==> src/rtl/bitstring_tx.sv <==
// Serial bit-string transmitter: loads a word plus length, shifts it out MSB first,
// optionally followed by a fixed terminating bit. Every output is a flop.
module bitstring_tx #(
    parameter int unsigned W          = 8,
    parameter int unsigned LW         = 4,
    parameter bit          APPEND_END = 1'b1,
    parameter logic        END_VAL    = 1'b0
) (
    input  logic          clk,
    input  logic          rst,
    input  logic          start,
    input  logic [W-1:0]  data,
    input  logic [LW-1:0] len,
    output logic          busy,
    output logic          out,
    output logic          out_valid,
    output logic          out_last,
    output logic          done
);

    typedef enum logic [1:0] {IDLE, SHIFT, TAIL} state_t;

    localparam logic [LW-1:0] WL = LW'(W);

    state_t        state, state_n;
    logic [LW-1:0] cnt, cnt_n;
    logic [W-1:0]  sreg, sreg_n;
    logic [LW-1:0] eff_len;
    logic          busy_n, out_n, valid_n, last_n, done_n;
    logic          zpend, zpend_n, zhold, zhold_n;

    always_ff @(posedge clk or posedge rst) begin
        if (rst) begin
            state     <= IDLE;
            cnt       <= '0;
            sreg      <= '0;
            busy      <= 1'b0;
            out       <= 1'b0;
            out_valid <= 1'b0;
            out_last  <= 1'b0;
            done      <= 1'b0;
            zpend     <= 1'b0;
            zhold     <= 1'b0;
        end else begin
            state     <= state_n;
            cnt       <= cnt_n;
            sreg      <= sreg_n;
            busy      <= busy_n;
            out       <= out_n;
            out_valid <= valid_n;
            out_last  <= last_n;
            done      <= done_n;
            zpend     <= zpend_n;
            zhold     <= zhold_n;
        end
    end

    always_comb begin
        eff_len = (len > WL) ? WL : len;
        state_n = state;
        cnt_n   = cnt;
        sreg_n  = sreg;
        busy_n  = 1'b0;
        out_n   = 1'b0;
        valid_n = 1'b0;
        last_n  = 1'b0;
        zpend_n = 1'b0;
        // An empty payload without a tail still occupies one virtual bit slot,
        // so its done pulse lands where a one-bit string's would.
        zhold_n = zpend;
        done_n  = out_last | zhold;

        case (state)
            IDLE: begin
                if (start) begin
                    // Left-align the payload so bit len-1 sits at the MSB.
                    sreg_n = data << (WL - eff_len);
                    cnt_n  = eff_len;
                    if (eff_len != '0) begin
                        state_n = SHIFT;
                    end else if (APPEND_END) begin
                        state_n = TAIL;
                    end else begin
                        zpend_n = 1'b1;
                    end
                end
            end
            SHIFT: begin
                busy_n  = 1'b1;
                valid_n = 1'b1;
                out_n   = sreg[W-1];
                sreg_n  = sreg << 1;
                cnt_n   = cnt - 1'b1;
                if (cnt == LW'(1)) begin
                    if (APPEND_END) begin
                        state_n = TAIL;
                    end else begin
                        last_n  = 1'b1;
                        state_n = IDLE;
                    end
                end
            end
            TAIL: begin
                busy_n  = 1'b1;
                valid_n = 1'b1;
                out_n   = END_VAL;
                last_n  = 1'b1;
                state_n = IDLE;
            end
            default: begin
                state_n = IDLE;
            end
        endcase
    end

endmodule

==> config.mk <==
export PLATFORM = sky130hd
export DESIGN_NAME = bitstring_tx
export DESIGN_NICKNAME = d
export VERILOG_FILES = /design/src/rtl/bitstring_tx.sv
export SDC_FILE = /design/constraint.sdc
export NUM_CORES = 1
export LEC_CHECK = 0
export ABC_AREA = 1
export CELL_PAD_IN_SITES_DETAIL_PLACEMENT = 0
export CELL_PAD_IN_SITES_GLOBAL_PLACEMENT = 1
export CORE_UTILIZATION = 30
export CTS_BUF_LIST = sky130_fd_sc_hd__clkbuf_8
export DETAILED_ROUTE_END_ITERATION = 10
export PLACE_DENSITY_LB_ADDON = 0.15
export SYNTH_ARGS = -nofsm -noshare
export SYNTH_HDL_FRONTEND = slang
export SYNTH_SLANG_ARGS = --single-unit
==> constraint.sdc <==
create_clock -name clk -period 1.8 [get_ports clk]
set_input_delay 0.27 -clock clk [delete_from_list [all_inputs] [get_ports clk]]
set_output_delay 0.27 -clock clk [all_outputs]
set_load 0.03 [all_outputs]
==> insert_results.sql <==
INSERT INTO impl_metrics (metric_group, metric, value, unit) VALUES
('grt', 'number_of_global_route_vias_before_repair', '1223', ''),
('cts', 'tritoncts.num_buffers', '3', ''),
('setup_path', 'delay_of_the_slowest_cell_on_the_worst_path', '480', 'ps'),
('power', 'p_total', '2.43', 'mW'),
('logic_synthesis', 'netlist_instances', '172', ''),
('cells_and_area', 'final_design_area_no_fill', '1720', 'um2'),
('floorplanning', 'dieHeight', '66.6', 'um'),
('grt', 'pin_count_of_the_biggest_net_entering_global_routing', '19', ''),
('logic_synthesis', 'seq_area_frac_synth', '0.359', ''),
('timing', 'final_min_period_over_clock_period', '0.930', ''),
('cells_and_area', 'num-nets-final', '230', ''),
('cts', 'clock_tree.buffer_depth', '2', ''),
('power', 'pwr_density_cell', '1410', 'nW/um2'),
('cells_and_area', 'register_area', '450', 'um2'),
('setup_path', 'required', '2000', 'ps'),
('setup_path', 'critPathKind', 'input pin to flip-flop', ''),
('logic_synthesis', 'post_synth_and_or_nand_nor_area_fraction', '0.325', ''),
('logic_synthesis', 'synthesis.area_per_instance', '7.29', 'um2'),
('timing', 'transition_time_of_the_tightest_slew_check_pin', '313', 'ps'),
('setup_path', 'regToRegStartpoint', 'state[1]', ''),
('timing', 'timing_max_transition_violations_final', '0', ''),
('logic_synthesis', 'synth_cell_types', '25', ''),
('logic_synthesis', 'post_synth_instance_area', '1250', 'um2'),
('cts', 'tritoncts', 'done', ''),
('logic_synthesis', 'synth_fa_ha_area_frac', '0.0599', ''),
('logic_synthesis', 'synth_largest_type_area_fraction', '0.359', ''),
('cells_and_area', 'antenna_cell_count', '0', ''),
('place', 'detailedPlacementHpwl', '2390', 'um'),
('floorplanning', 'core', '4000', 'um2'),
('power', 'peakVddDrop', '0.000623', 'V'),
('logic_synthesis', 'synth.most_common_cell', 'sky130_fd_sc_hd__nand3_1', ''),
('timing', 'setup_viol_count_final', '0', ''),
('detailed_routing', 'wire_per_inst', '12.2', 'um'),
('setup_path', 'cp_max_fo', '3', ''),
('logic_synthesis', 'synth_xor_xnor_area_share', '0.0140', ''),
('grt', 'overflow', '0', ''),
('logic_synthesis', 'synth.largest_area_cell', 'sky130_fd_sc_hd__dfrtp_1', ''),
('timing', 'unrepaired_setup_endpoints_after_global_routing', 'yes', ''),
('floorplanning', 'die-width', '66.6', 'um'),
('logic_synthesis', 'synth-main-ff-cell', 'sky130_fd_sc_hd__dfrtp_1', ''),
('timing', 'fin_skew', '6.42', 'ps'),
('place', 'placedInstanceArea', '1580', 'um2'),
('detailed_routing', 'drc', '0', ''),
('logic_synthesis', 'syn_nets', '193', ''),
('logic_synthesis', 'netlist_top_cells_count', 'sky130_fd_sc_hd__nand3_1 (36), sky130_fd_sc_hd__nand2_1 (31), sky130_fd_sc_hd__inv_1 (23), sky130_fd_sc_hd__dfrtp_1 (18), sky130_fd_sc_hd__a21oi_1 (12)', ''),
('run_status', 'outcome', 'finished, final reports clean', ''),
('job', 'drv.max_cap_violation_count', '0', ''),
('floorplanning', 'ios', '20', ''),
('logic_synthesis', 'muxShareOfSynthArea', '0', ''),
('logic_synthesis', 'synth_edf_count', '0', ''),
('floorplanning', 'num_rows', '23', ''),
('cts', 'hold_buffers', '0', ''),
('timing', 'timing.final.hold_violations', '0', ''),
('detailed_routing', 'initialDrtViolationCount', '54', ''),
('logic_synthesis', 'async_flop_share', '1.00', ''),
('detailed_routing', 'route.detailed.vias_per_inst', '4.72', ''),
('power', 'power.static_leakage', '0.843', 'nW'),
('place', 'portBuffers', '19', ''),
('setup_path', 'crit_buf_inv', '4', ''),
('setup_path', 'critical_path.startpoint', 'len[2]', ''),
('logic_synthesis', 'synth_area_leaders', 'sky130_fd_sc_hd__dfrtp_1 (36%), sky130_fd_sc_hd__nand3_1 (14%), sky130_fd_sc_hd__nand2_1 (9.3%), sky130_fd_sc_hd__inv_1 (6.9%), sky130_fd_sc_hd__ha_1 (6.0%)', ''),
('cells_and_area', 'fillerInstances', '405', ''),
('setup_path', 'cp_slowest_cell', 'sky130_fd_sc_hd__clkdlybuf4s50_1', ''),
('cells_and_area', 'area_delta_synth_final', '37.3', '%'),
('setup_path', 'critPathCaptureType', 'flip-flop', ''),
('detailed_routing', 'dr.pass1.iters', '4', ''),
('floorplanning', 'die_area', '4440', 'um2'),
('grt', 'grt_usage', '0.164', ''),
('detailed_routing', 'vias', '1217', ''),
('place', 'gp_congestion', '0.809', ''),
('logic_synthesis', 'synth-compound-area-share', '0.119', '');
==> worst reg2reg max path, delay by kind of cell, from the launching register on <==
kind	cells	cell delay, ps
buffers and inverters	5	360
DFF	1	390
AOI/OAI and AO/OA	1	130
and+or+nand+nor	3	440
adders and majority gates	1	210
==> logic make-up (layout without fill, tap and decap cells) <==
logic type	after synthesis	after routing
AO/OA/AOI/OAI	27	27
XOR/XNOR	2	2
adder cells (fa/ha/maj)	6	6
buffers and inverters	32	68
flip-flops	18	18
AND/OR/NAND/NOR	87	87
==> state kept, by name, indices dropped and copies added, names as in the netlist <==
register	cells
out_last	1
done	1
out	1
out_valid	1
sreg	8
cnt	4
state	2
==> area by class of cell <==
class                   count  area share
multi-input cells         122       0.414
clock buffers               4      0.0320
inverters                  25      0.0552
flip-flops and latches     18       0.262
repair buffers             39       0.201
well taps                  50      0.0363
==> final timing paths <==
| check | to | slack (ps) | cells past startpoint |
|---|---|---|---|
| worst max-delay path | sreg[7] | 130 | 13 |
| worst min-delay path | state[0] | 330 | 3 |
| worst max register to register | sreg[6] | 180 | 10 |
| worst min register to register | done | 380 | 0 |
| max in group asynchronous | out_valid | 1270 | 3 |
| min in group clk | done | 380 | 0 |
==> timing repair <==
item	4_1_cts	5_1_grt
pin swaps	2	3
gates resized for setup	6	15
setup buffers	0	2
setup endpoints to repair	8	12
==> routing by layer <==
metal  routed length (um)  GRT usage  part of all wire  vias up
met3                   66     0.0411             0.021        5
met2                 1610      0.292              0.51        9
met1                 1450      0.194              0.46      572
met4                   36     0.0399             0.011        0
li1                     -          -                 -      631
met5                    0          0                 0        -
==> power by group <==
part           total [mW]  internal [mW]  switching [mW]
logic                1.42          0.586           0.833
clock network       0.327          0.194           0.133
registers           0.679          0.599          0.0795
total                2.43           1.38            1.05
==> placed cells by master (no fill, tap or decap) <==
| cell type | netlist | layout |
|---|---|---|
| sky130_fd_sc_hd__dlymetal6s2s_1 | 0 | 2 |
| sky130_fd_sc_hd__o21ai_2 | 1 | 1 |
| sky130_fd_sc_hd__o21ai_0 | 11 | 10 |
| sky130_fd_sc_hd__ha_4 | 0 | 1 |
| sky130_fd_sc_hd__inv_2 | 1 | 5 |
| sky130_fd_sc_hd__clkdlybuf4s50_1 | 0 | 17 |
| sky130_fd_sc_hd__clkinv_2 | 0 | 1 |
| sky130_fd_sc_hd__clkbuf_8 | 2 | 4 |
| sky130_fd_sc_hd__o211ai_1 | 1 | 1 |
| sky130_fd_sc_hd__nor3_1 | 1 | 1 |
| sky130_fd_sc_hd__nand3_2 | 2 | 5 |
| sky130_fd_sc_hd__a21oi_2 | 2 | 2 |
| sky130_fd_sc_hd__a21oi_1 | 12 | 12 |
| sky130_fd_sc_hd__xor2_1 | 2 | 1 |
| sky130_fd_sc_hd__or2_2 | 2 | 2 |
| sky130_fd_sc_hd__dfrtp_1 | 18 | 18 |
| sky130_fd_sc_hd__nor2_2 | 1 | 3 |
| sky130_fd_sc_hd__xor2_4 | 0 | 1 |
| sky130_fd_sc_hd__nand4_1 | 1 | 1 |
| sky130_fd_sc_hd__ha_2 | 0 | 1 |
| sky130_fd_sc_hd__ha_1 | 6 | 4 |
| sky130_fd_sc_hd__o21ai_1 | 0 | 1 |
| sky130_fd_sc_hd__nor2_1 | 8 | 5 |
| sky130_fd_sc_hd__nand3_1 | 36 | 33 |
| sky130_fd_sc_hd__buf_4 | 1 | 20 |
| sky130_fd_sc_hd__inv_1 | 23 | 19 |
| sky130_fd_sc_hd__nor2_4 | 0 | 1 |
| sky130_fd_sc_hd__nand2_2 | 5 | 6 |
| sky130_fd_sc_hd__nand2_1 | 31 | 30 |
==> stage by stage <==
stage | util | TNS, ps | std cells | setup slack (ps) | hold slack (ps)
detailed placement | 0.395 | -2580 | 252 | -370 | 371
global placement | 0.395 | -1970 | 252 | -304 | 357
finish | 0.430 | 0 | 258 | 125 | 331
CTS | 0.415 | 0 | 256 | 10.6 | 331
global route | 0.430 | 0 | 258 | 13.2 | 396
floorplan | - | 0 | 172 | 31.5 | 209
(Power assumes the default switching activity.)
